===== src/rtl/sonic_ranger_pkg.sv =====
// sonic_pkg: shared types and constants for the HC-SR04 ranging controller.
// Contents: FSM state enum, error codes, the cm conversion constant and the
// counter/result widths used by sonic_ranger, sonic_div and sonic_ranger_if.
package sonic_pkg;

    typedef enum logic [2:0] {
        IDLE,
        TRIG,
        WAIT_RISE,
        MEASURE,
        DIV,
        HOLD
    } state_t;

    localparam logic [1:0] ERR_NONE    = 2'b00;
    localparam logic [1:0] ERR_NO_ECHO = 2'b01;
    localparam logic [1:0] ERR_RANGE   = 2'b10;

    localparam int unsigned US_PER_CM = 58;
    localparam int unsigned CNT_W     = 17;
    localparam int unsigned WIDTH_W   = 15;
    localparam int unsigned DIST_W    = 9;

endpackage


===== src/rtl/sonic_ranger_if.sv =====
// sonic_ranger_if: request/result bus between the ranging controller and the
// register/UART logic.
//   start    : one-cycle measurement request (master -> slave)
//   busy     : controller not idle
//   dist_cm  : last good distance in cm, valid with and held after dist_vld
//   dist_vld : one-cycle pulse on a new distance
//   err_vld  : one-cycle pulse on a failed measurement
//   err_code : 01 no echo, 10 over range; held until the next err_vld
interface sonic_ranger_if;
    import sonic_pkg::*;

    logic              start;
    logic              busy;
    logic [DIST_W-1:0] dist_cm;
    logic              dist_vld;
    logic              err_vld;
    logic [1:0]        err_code;

    modport master (
        output start,
        input  busy, dist_cm, dist_vld, err_vld, err_code
    );

    modport slave (
        input  start,
        output busy, dist_cm, dist_vld, err_vld, err_code
    );

endinterface


===== src/rtl/sonic_ranger_div.sv =====
// sonic_div: divides a 15-bit echo width by US_PER_CM using one subtraction
// per cycle.
//   clk_1m, rst_n : clock, asynchronous active-low reset
//   go            : loads num and starts the division
//   num           : echo width in us
//   done          : combinational, high in the final cycle of a division
//   quo           : floor(num / US_PER_CM), valid while done is high
module sonic_div
    import sonic_pkg::*;
(
    input  logic               clk_1m,
    input  logic               rst_n,
    input  logic               go,
    input  logic [WIDTH_W-1:0] num,
    output logic               done,
    output logic [DIST_W-1:0]  quo
);

    localparam logic [WIDTH_W-1:0] DIVISOR = WIDTH_W'(US_PER_CM);

    logic [WIDTH_W-1:0] rem;
    logic               run;

    // The cycle in which the remainder first drops below the divisor is the
    // last one, so a division takes floor(num/58)+1 cycles after go.
    assign done = run && (rem < DIVISOR);

    always_ff @(posedge clk_1m or negedge rst_n) begin
        if (!rst_n) begin
            rem <= '0;
            quo <= '0;
            run <= 1'b0;
        end else if (go) begin
            rem <= num;
            quo <= '0;
            run <= 1'b1;
        end else if (run) begin
            if (rem >= DIVISOR) begin
                rem <= rem - DIVISOR;
                quo <= quo + 1'b1;
            end else begin
                run <= 1'b0;
            end
        end
    end

endmodule


===== src/rtl/sonic_ranger.sv =====
// sonic_ranger: HC-SR04 ranging controller on sensor port 1, clocked at 1 MHz.
//   clk_1m  : 1 MHz clock (1 cycle = 1 us)
//   rst_n   : asynchronous active-low reset
//   s1_echo : raw asynchronous echo from the sensor
//   s1_trig : trigger pulse to the sensor
//   bus     : sonic_ranger_if.slave (start, busy, dist_cm/dist_vld,
//             err_vld/err_code)
// Optional feature: define SONIC_AUTO_EN to issue an internal start every
// PERIOD_US cycles from reset release (dropped while busy).
module sonic_ranger
    import sonic_pkg::*;
#(
    parameter int unsigned TRIG_US      = 10,
    parameter int unsigned ECHO_WAIT_US = 30000,
    parameter int unsigned ECHO_MAX_US  = 25000,
    parameter int unsigned HOLDOFF_US   = 60000,
    parameter int unsigned PERIOD_US    = 100000
) (
    input  logic            clk_1m,
    input  logic            rst_n,
    input  logic            s1_echo,
    output logic            s1_trig,
    sonic_ranger_if.slave   bus
);

    if (TRIG_US == 0 || ECHO_WAIT_US == 0 || HOLDOFF_US == 0 || PERIOD_US == 0 ||
        ECHO_MAX_US == 0 || ECHO_MAX_US >= (1 << WIDTH_W) ||
        ECHO_WAIT_US > (1 << CNT_W) || HOLDOFF_US > (1 << CNT_W)) begin : g_bad_param
        $error("sonic_ranger: parameter out of range");
    end

    state_t             state_q, state_n;
    logic [CNT_W-1:0]   cnt;
    logic               echo_m, echo_s, echo_d;
    logic               rise, fall;
    logic               req;
    logic               trig_q;
    logic               div_go, div_done;
    logic [DIST_W-1:0]  div_quo;
    logic [DIST_W-1:0]  dist_q;
    logic [1:0]         err_q;
    logic               dvld, evld;
    logic [1:0]         ecode;

    assign rise = echo_s & ~echo_d;
    assign fall = ~echo_s & echo_d;

`ifdef SONIC_AUTO_EN
    localparam int unsigned PER_W = $clog2(PERIOD_US + 1);
    logic [PER_W-1:0] per_cnt;
    logic             auto_start;

    assign auto_start = (per_cnt == PER_W'(PERIOD_US - 1));

    always_ff @(posedge clk_1m or negedge rst_n) begin
        if (!rst_n)          per_cnt <= '0;
        else if (auto_start) per_cnt <= '0;
        else                 per_cnt <= per_cnt + 1'b1;
    end

    assign req = bus.start | auto_start;
`else
    assign req = bus.start;
`endif

    // cnt at the falling edge holds one less than the number of echo-high
    // samples (the rising sample was taken in WAIT_RISE), hence cnt + 1.
    sonic_div u_div (
        .clk_1m (clk_1m),
        .rst_n  (rst_n),
        .go     (div_go),
        .num    (WIDTH_W'(cnt + 1'b1)),
        .done   (div_done),
        .quo    (div_quo)
    );

    always_comb begin
        state_n = state_q;
        div_go  = 1'b0;
        dvld    = 1'b0;
        evld    = 1'b0;
        ecode   = ERR_NONE;
        case (state_q)
            IDLE:      if (req) state_n = TRIG;
            TRIG:      if (cnt == CNT_W'(TRIG_US - 1)) state_n = WAIT_RISE;
            WAIT_RISE: begin
                if (rise) begin
                    state_n = MEASURE;
                end else if (cnt == CNT_W'(ECHO_WAIT_US - 1)) begin
                    evld    = 1'b1;
                    ecode   = ERR_NO_ECHO;
                    state_n = HOLD;
                end
            end
            MEASURE: begin
                if (fall) begin
                    div_go  = 1'b1;
                    state_n = DIV;
                end else if (echo_s && cnt == CNT_W'(ECHO_MAX_US - 1)) begin
                    evld    = 1'b1;
                    ecode   = ERR_RANGE;
                    state_n = HOLD;
                end
            end
            DIV: begin
                if (div_done) begin
                    dvld    = 1'b1;
                    state_n = HOLD;
                end
            end
            HOLD:      if (cnt == CNT_W'(HOLDOFF_US - 1)) state_n = IDLE;
            default:   state_n = IDLE;
        endcase
    end

    always_ff @(posedge clk_1m or negedge rst_n) begin
        if (!rst_n) begin
            state_q <= IDLE;
            cnt     <= '0;
            trig_q  <= 1'b0;
            echo_m  <= 1'b0;
            echo_s  <= 1'b0;
            echo_d  <= 1'b0;
            dist_q  <= '0;
            err_q   <= ERR_NONE;
        end else begin
            state_q <= state_n;
            if (state_n != state_q || state_q == IDLE) cnt <= '0;
            else                                       cnt <= cnt + 1'b1;
            trig_q  <= (state_n == TRIG);
            echo_m  <= s1_echo;
            echo_s  <= echo_m;
            echo_d  <= echo_s;
            if (dvld) dist_q <= div_quo;
            if (evld) err_q  <= ecode;
        end
    end

    // Results are presented in the cycle they are produced; the registers
    // keep them visible afterwards.
    assign s1_trig      = trig_q;
    assign bus.busy     = (state_q != IDLE);
    assign bus.dist_vld = dvld;
    assign bus.dist_cm  = dvld ? div_quo : dist_q;
    assign bus.err_vld  = evld;
    assign bus.err_code = evld ? ecode : err_q;

endmodule


===== src/flat_wrapper.sv =====
// flat-port wrapper written by rule: the top's interface ports become plain ports
module sonic_ranger_flat import sonic_pkg::*;
#(
    parameter int unsigned TRIG_US      = 10,
    parameter int unsigned ECHO_WAIT_US = 30000,
    parameter int unsigned ECHO_MAX_US  = 25000,
    parameter int unsigned HOLDOFF_US   = 60000,
    parameter int unsigned PERIOD_US    = 100000
)
  (clk_1m, rst_n, s1_echo, s1_trig, bus_start, bus_busy, bus_dist_cm, bus_dist_vld, bus_err_vld, bus_err_code);
  sonic_ranger_if bus_i ();
  input  logic clk_1m;
  input  logic rst_n;
  input  logic s1_echo;
  output logic s1_trig;
  input wire logic [$bits(bus_i.start)-1:0] bus_start;
  output wire logic [$bits(bus_i.busy)-1:0] bus_busy;
  output wire logic [$bits(bus_i.dist_cm)-1:0] bus_dist_cm;
  output wire logic [$bits(bus_i.dist_vld)-1:0] bus_dist_vld;
  output wire logic [$bits(bus_i.err_vld)-1:0] bus_err_vld;
  output wire logic [$bits(bus_i.err_code)-1:0] bus_err_code;
  assign bus_i.start = bus_start;
  assign bus_busy = bus_i.busy;
  assign bus_dist_cm = bus_i.dist_cm;
  assign bus_dist_vld = bus_i.dist_vld;
  assign bus_err_vld = bus_i.err_vld;
  assign bus_err_code = bus_i.err_code;
  sonic_ranger #(.TRIG_US(TRIG_US), .ECHO_WAIT_US(ECHO_WAIT_US), .ECHO_MAX_US(ECHO_MAX_US), .HOLDOFF_US(HOLDOFF_US), .PERIOD_US(PERIOD_US)) u_core (.clk_1m(clk_1m), .rst_n(rst_n), .s1_echo(s1_echo), .s1_trig(s1_trig), .bus(bus_i));
endmodule

===== config.mk =====
export PLATFORM = sky130hd
export DESIGN_NAME = sonic_ranger_flat
export DESIGN_NICKNAME = d
export VERILOG_FILES = /design/src/rtl/sonic_ranger_pkg.sv /design/src/rtl/sonic_ranger_if.sv /design/src/rtl/sonic_ranger_div.sv /design/src/rtl/sonic_ranger.sv /design/src/flat_wrapper.sv
export SDC_FILE = /design/constraint.sdc
export NUM_CORES = 1
export LEC_CHECK = 0
export ABC_CLOCK_PERIOD_IN_PS = 5100
export BUFFER_PORTS_ARGS = -buffer_cell sky130_fd_sc_hd__buf_4
export CAP_MARGIN = 30
export CORE_MARGIN = 2
export CORE_UTILIZATION = 46
export CTS_CLUSTER_SIZE = 16
export DETAILED_ROUTE_END_ITERATION = 12
export SETUP_SLACK_MARGIN = 0.15
export SLEW_MARGIN = 15
export SYNTH_ARGS = -nofsm -noshare
export SYNTH_HDL_FRONTEND = slang
export SYNTH_SLANG_ARGS = --single-unit

===== constraint.sdc =====
create_clock -name clk_1m -period 5.1 [get_ports clk_1m]
set_input_delay 0.255 -clock clk_1m [delete_from_list [all_inputs] [get_ports clk_1m]]
set_output_delay 0.255 -clock clk_1m [all_outputs]
set_load 0.005 [all_outputs]

# Word-level counts from Yosys, hierarchy flattened
# Cells that the tools add are included.
# op_classes
n_addsub	3
order_cmp	2
eq_ne	11
muxes	35
bitwise	4
n_reduce_logical	8
# ops
op	n
2-to-1 mux 15 bit	3
2-to-1 mux 9 bit	4
== test 17 x 15 -> 1 bit (second input constant)	2
2-to-1 mux 3 bit	8
one-hot mux 3 bit (6 select lines)	1
adder 17 x 1 -> 17 bit (second input constant)	1
== test 17 x 16 -> 1 bit (second input constant)	1
== test 17 x 4 -> 1 bit (second input constant)	1
2-to-1 mux 17 bit	1
greater-or-equal comparator 15 x 6 -> 1 bit (second input constant)	1
less-than comparator 15 x 6 -> 1 bit (second input constant)	1
subtractor 15 x 6 -> 15 bit (second input constant)	1
2-to-1 mux 1 bit	12
adder 9 x 1 -> 9 bit (second input constant)	1
2-to-1 mux 2 bit	4
== test 3 x 1 -> 1 bit (second input constant)	2
== test 3 x 2 -> 1 bit (second input constant)	2
== test 3 bit (second input constant)	2
one-hot mux 2 bit (2 select lines)	1
nonzero test 2 bit	2
logical NOT 3 bit	1
inequality test 3 bit	1
nonzero test 3 bit	1
AND 1 bit	2
5 further kinds	7
# word_totals
register_bits	60
inputBits	4

# Logic depth before layout (Yosys ltp)
# Gate-level depths: netlist (run 1).
# depth
depth_word	8
mapped_depth	8
ltp_nobuf	7

# Cells and area by module
# Synthesis (run 1) repeated with hierarchy kept, for this count alone.
# unflattened
hier_cells	366
hier_area_um2	3641.0
# modules_own_cells
mod	n_inst	cells_each	area_per_inst_um2
sonic_ranger	1	176	1999.4
sonic_div	1	190	1641.6

# Worst setup path after synthesis (run 1)
# Ideal clock, no wire load.
# synth_path
kind	register to output
start	reg u_core.u_div.rem[7]
end	out bus_dist_cm[0]
arrival_time_ns	2.433
path_slack_ns	2.412
stages_incl_launch_ff	7
path_cell_list	dfrtp_1 -> or3_4 -> or4_1 -> buf_2 -> or4_4 -> inv_2 -> mux2_2
# synth_between
elab_chain_len	5
# synth_rtl
element	line	rtl
start: declaration	sonic_ranger_div.sv:21	logic [WIDTH_W-1:0] rem;
start signal: assignment	sonic_ranger_div.sv:34	rem <= num;
start signal: assignment	sonic_ranger_div.sv:39	rem <= rem - DIVISOR;
less-than comparator 15 x 6 -> 1 bit	sonic_ranger_div.sv:26	assign done = run && (rem < DIVISOR);
logical AND 1 bit	sonic_ranger_div.sv:26	
2-to-1 mux 1 bit	sonic_ranger.sv:106	if (div_done) begin
2-to-1 mux 1 bit	sonic_ranger.sv:83	case (state_q)
named net bus_dist_vld	flat_wrapper.sv:19	output wire logic [$bits(bus_i.dist_vld)-1:0] bus_dist_vld;
2-to-1 mux 9 bit	--	
end: declaration	flat_wrapper.sv:18	output wire logic [$bits(bus_i.dist_cm)-1:0] bus_dist_cm;
# The timed path passes the listed nets, and every way through them passes these cells.

# Worst setup path after layout (run 1)
# layout_path
start	reg u_core.u_div.rem[7]
end	out bus_dist_cm[8]
# layout_between
elab_chain_len	5
# layout_rtl
element	line
less-than comparator 15 x 6 -> 1 bit	sonic_ranger_div.sv:26
logical AND 1 bit	sonic_ranger_div.sv:26
2-to-1 mux 1 bit	sonic_ranger.sv:106
2-to-1 mux 1 bit	sonic_ranger.sv:83
2-to-1 mux 9 bit	--
# Every way passes these cells.

==> impl_results.md, run 1 <==
* Status: finished, violations left
* Violated checks: negative hold slack
* TritonCTS clock tree: done
* Die Wd at ~87 um
* Commonest non-fill, non-tap cell in the layout: dfrtp_1
* Cells after DPL at 406
* Multi-input gate area at 1577 um2
* Final Slew Violations at 0
* Worst EP arrival at 3.11 ns
* Top post-synthesis cells by area: dfrtp_1, nand2_1, xor2_1, mux2_2, o211ai_1
* Worst Setup Start Kind: flip-flop
* Post_cts resized at 0
* Count of final hold-check violations at 21
* Share of cells above drive strength 1 at 0.1550
* CTS clk-pin slew, worst paths at ~0.07 ns
* Die Y at about 87 um
* Least-Margin Pin Slew at 0.8495 ns
* Sink Count at 60
* FF+latch area at approximately 1500 um2
* CP Class: reg2out
* Cell variety after synth at between 50 and 60
* Critical Path RT at between 4 and 5 ns
* DRC marker count from the first detailed-route iteration at ~150
* Vias post-DR at 2477
* RePlAce Congestion at 0.8576
* CP peak stage delay at 0.64 ns
* Pwr Total at around 1500 uW
* P_leak at 0.001568 uW
* Growth of design area from synthesis to finish at 12.60%
* Final setup skew at 0.006592 ns
* Hold Slack at -0.03097 ns
* Core area at around 6700 um2
* Sequential cell area fraction in the yosys report at 0.4739
* PD cells at roughly 420 nW/um2
* Final Cell Area at approximately 3600 um2
* Yosys reg bits at 60
* RSZ-0062 raised after global routing: false
* Post-DRT Antenna Nets at 0
* IO Port Bufs at 18
* FFs w/ async S/R, synth at 1.000
* # fillers at between 500 and 600
* Most frequent cells in the layout: dfrtp_1, nand2_1, nor2_1
* DR vias/cell at approximately 5.9
* Clk_lat worst skew at 0.34 ns
* CTS Root Cell: clkbuf_8
* Area leader, netlist: dfrtp_1
* CP max stage cell: or4_1
* First-pass GRT wire length at 11450 um
* Total CTS buffers at 9
* Post-synth EDFFs at 0
* Synthesized net count at between 300 and 400
* Main synth FF type: dfrtp_1
* Fmax achieved at 0.2972 GHz
* Initial antenna violation count at 0
* Initial core utilization at 0.4715
* Drt first pass iters at 4
* Yosys top cell area share at 0.4739
* ANT cells at 0
* Cell row count at 30
* Syn Std Cell Area at ~3200 um2
* Final wirelength at between 6000 and 7000 um
* DRC at 0
* Hpwl dp at around 4700 um
* Largest net degree at the start of global routing at 61
* Worst-case clock buffer depth at 2
* Worst-path cell chain: or3_4 > or4_1 > or4_4 > inv_2 > mux2_2 > buf_4
* Fin crit period at 3.365 ns
* Syn. warnings at 0
* Total Die Area at roughly 7600 um2
* Grt ovf at 0
* Syn avg cell area at 9.962 um2
* Cell Area, Placed at ~3400 um2
* Hold/Removal Path Class: in2async
* Avg WL per Cell at between 15 and 20 um
* # setup viols final at 0
* Cell Count, Final, Fillers Out at between 400 and 500
* Cell count after synthesis at roughly 320
* Gr usage total at 0.1942
* Vias in the first global route at around 2.3k
* VDD IR-drop max at around 0.0002 V
* Final nets at between 300 and 400
* Buffer count from post-CTS setup fixing at 0
* Setup TNS at 0 ns
* CP max FO at 10
* Hold-fix buffers, CTS at 0
* H-Tree Depth at 3
* Critical Path Sink Type: output pin
* Final period utilization at 0.6598
* Max Cap Violations at 0
* Relative slew slack at 0.4190
* # IOs at 19
==> through the flow <==
step             util  setup WS (ns)
4_1_cts        0.5309          1.725
5_1_grt        0.5309          1.658
2_1_floorplan       -          2.412
6_report       0.5309          1.735
3_3_place_gp   0.5009          2.158
3_5_place_dp   0.5009          2.092
==> cell usage after synthesis (2+ instances only) <==
library cell	number
dfrtp_1	60
nor4_1	2
o211ai_1	13
nand4bb_1	2
nor3b_1	11
a32oi_1	2
inv_1	9
or3_1	7
and4b_1	2
nand2b_1	2
a31oi_1	3
a211o_1	2
nor3_1	14
xor2_1	13
and2_1	3
nand3b_1	3
a21oi_1	5
nand4_1	8
nand3_1	17
and4_1	4
mux2i_1	2
xnor2_1	10
nand2_1	31
o31ai_1	2
clkbuf_1	8
mux2_2	10
o21ai_0	14
or4_1	11
ha_1	4
nor2_1	21
==> flip-flops by register name, indices dropped and copies added (netlist names) <==
register / cells
u_core.u_div.quo: 9
u_core.state_q: 3
u_core.echo_d: 1
u_core.dist_q: 9
u_core.echo_m: 1
u_core.s1_trig: 1
u_core.echo_s: 1
u_core.u_div.run: 1
u_core.err_q: 2
u_core.u_div.rem: 15
u_core.cnt: 17
==> final timing paths <==
path                                    end  cells past startpoint  slack [ns]           startpoint
min                         u_core.err_q[0]                      1       -0.03                rst_n
max reg2reg                   u_core.cnt[7]                      6        2.31        u_core.cnt[0]
min in group clk_1m           u_core.echo_m                      1        0.03              s1_echo
max                          bus_dist_cm[8]                      6        1.74  u_core.u_div.rem[7]
max in group asynchronous  u_core.dist_q[7]                      1        4.61                rst_n
min reg2reg                   u_core.echo_s                      0        0.35        u_core.echo_m
==> worst max-delay path, delay by kind of cell (launching register included) <==
family	cells	cell delay (ns)
muxes	1	0.38
and+or+nand+nor	3	1.61
buffers and inverters	2	0.36
DFF	1	0.41
==> area by class of cell <==
class                      instances  share of cell area
clock buffer                      11             0.04244
multi-input combinational        236              0.4419
clock inverter                     5             0.01403
tap                               80             0.02806
sequential                        60              0.4209
timing repair buffer              20             0.04209
inverter                          10             0.01052
==> power breakdown <==
group	switching (uW)	total, uW	internal, uW
registers	113	682	569
logic	217	385	168
clock network	188	436	249
==> cells by family (layout without fill, tap and decap cells) <==
logic type	count (synthesis)	count (layout)	share of synthesized area
AND/OR/NAND/NOR	149	149	0.2690
flip-flops	60	60	0.4739
AO/OA/AOI/OAI	47	47	0.1027
XOR/XNOR	23	23	0.06359
buffers and inverters	22	46	0.03001
multiplexers	12	12	0.04187
adder cells (fa/ha/maj)	5	5	0.01896
==> layer usage <==
| metal | vias to the layer above | track usage | share of wire |
|---|---|---|---|
| met1 | 1207 | 0.2910 | 0.51 |
| met2 | 41 | 0.2852 | 0.44 |
| met4 | 0 | 0.06818 | 0.014 |
| met5 | - | 0 | 0 |
| li1 | 1220 | - | - |
| met3 | 9 | 0.02844 | 0.031 |
(Power assumes the default switching activity.)
==> inputs of run 2 (changes only) <==
ABC_CLOCK_PERIOD_IN_PS = 3200   (was 5100)
clock period = 3.2 ns   (was 5.1 ns; I/O delays follow)
==> impl_results.md, run 2 (synthesis gave the netlist of run 1 again) <==
* Met2 Track Usage GR at 0.3053
* CTS Root Cell: clkbuf_8
* FF-to-FF Start: u_core.cnt[6]
* Gr usage total at 0.2067
* # setup viols final at 0
* CTS clk-pin slew, worst paths at approximately 0.07 ns
* ANT cells at 0
* Final nets at 350
* Avg WL per Cell at roughly 17 um
* Total Die Area at approximately 7600 um2
* Buffer count from post-CTS setup fixing at 0
* CP Class: reg2out
* Vias in the first global route at ~2.4k
* Drt first pass iters at 4
* Reg2reg end: u_core.cnt[11]
* Post-DRT Antenna Nets at 0
* First-pass GRT wire length at approximately 12000 um
* Max FFs per register at 17
* Initial antenna violation count at 0
* Cell Area, Placed at between 3000 and 4000 um2
* Largest net degree at the start of global routing at about 60
* PD cells at between 600 and 700 nW/um2
* M3 GR Usage at 0.03697
* Final setup skew at around 0.0086 ns
* Fmax achieved at around 0.34 GHz
* Sink Count at 60
* Most frequent cells in the layout: dfrtp_1, nand2_1, buf_4
* Vias post-DR at roughly 2.5k
* Cell row count at 30
* Setup TNS at 0 ns
* Count of final hold-check violations at 0
* DR vias/cell at between 5 and 6
* IO Port Bufs at 18
* CP max stage cell: or4_1
* Worst-path cell chain: or3_4 > or4_1 > or4_4 > inv_6 > mux2_2 > buf_4
* CP peak stage delay at 0.49 ns
* Final wirelength at 7124 um
* CP max FO at 10
* Fin crit period at about 2.9 ns
* VDD IR-drop max at approximately 0.00045 V
* Pwr Total at roughly 2500 uW
* Die Y at slightly below 90 um
* Commonest non-fill, non-tap cell in the layout: dfrtp_1
* Hold Crit Start: bus_start
* DRC at 0
* Final period utilization at 0.9141
* Grt met1 use at 0.2949
* R2r setup slk at roughly 0.53 ns
* Grt ovf at 0
* Growth of design area from synthesis to finish at 14.81%
* Worst Setup Start Kind: flip-flop
* Clk_lat worst skew at ~0.35 ns
* Final core utilization at 0.5413
* Max Cap Violations at 0
* Critical Path RT at approximately 3.0 ns
* Final Slew Violations at 0
* CP startpoint: u_core.u_div.rem[7]
* Critical Path Sink Type: output pin
* Biggest register: u_core.cnt
* Initial core utilization at 0.4715
* GRT busiest layer: met2
* Worst-case clock buffer depth at 2
* Core area at 6719 um2
* TritonCTS clock tree: done
* # IOs at 19
* RePlAce Congestion at slightly below 0.9
* DRC marker count from the first detailed-route iteration at about 130
* Reg2Reg Depth at 5
* P_leak at between 0.0015 and 0.002 uW
* Hold/Removal Path Class: in2reg
* Worst EP arrival at roughly 2.8 ns
* Share of cells above drive strength 1 at 0.1614
* Largest regs: u_core.cnt: 17 flops, u_core.u_div.rem: 15 flops
* Hpwl dp at around 5000 um
* Die Wd at approximately 87 um
* End point of the critical path: bus_dist_cm[0]
* Relative slew slack at 0.4409
* Total CTS buffers at 9
* Least-Margin Pin Slew at a little over 0.8 ns
* RSZ-0062 raised after global routing: false
* Final Cell Area at around 3600 um2
* Status: finished, final reports clean
* H-Tree Depth at 3
## run 2: how the worst min path moves through the flow
stage,depth (start not counted),endpoint
floorplan,0,u_core.cnt[0]
global placement,1,u_core.echo_m
detailed placement,1,u_core.echo_m
CTS,3,u_core.s1_trig
global route,3,u_core.s1_trig
finish,3,u_core.s1_trig
## run 2: metal layers
layer,part of all wire,vias to the layer above
met3,0.048,6
li1,-,1224
met4,0.014,0
met2,0.46,59
met1,0.48,1239
met5,0,-
## run 2: what timing repair did
item | in CTS | in global routing
endpoints found under the hold margin | 61 | 0
pin swaps | 0 | 1
gates resized for setup | 1 | 1
setup endpoints to repair | 9 | 9
hold buffers | 2 | 0
## run 2: area by class of cell
class                   count  area, um2
clock inverters             7      100.1
repair buffers             25      192.7
fillers                   638       3082
flip-flops and latches     60       1501
multi-input cells         236       1577
well taps                  80      100.1
inverters                  10      42.54
clock buffers               9      123.9
## run 2: metrics by stage
stage	hold slack, ns	worst slack [ns]	cells
2_1_floorplan	-0.1356	0.6074	318
3_3_place_gp	0.2697	0.5126	409
3_5_place_dp	0.2758	0.4899	409
4_1_cts	0.1371	0.1598	427
5_1_grt	0.1777	0.1923	427
6_report	0.1606	0.2750	427
## run 2: power by group
group	switching, uW	internal, uW	total, uW
registers	180	907	1090
clock network	328	442	770
logic	357	288	645
## run 2: critical path: cells and delay by family, from the launching register on
kind,cells,cell delay [ns]
and+or+nand+nor,3,1.38
buffers and inverters,2,0.27
DFF,1,0.42
muxes,1,0.35
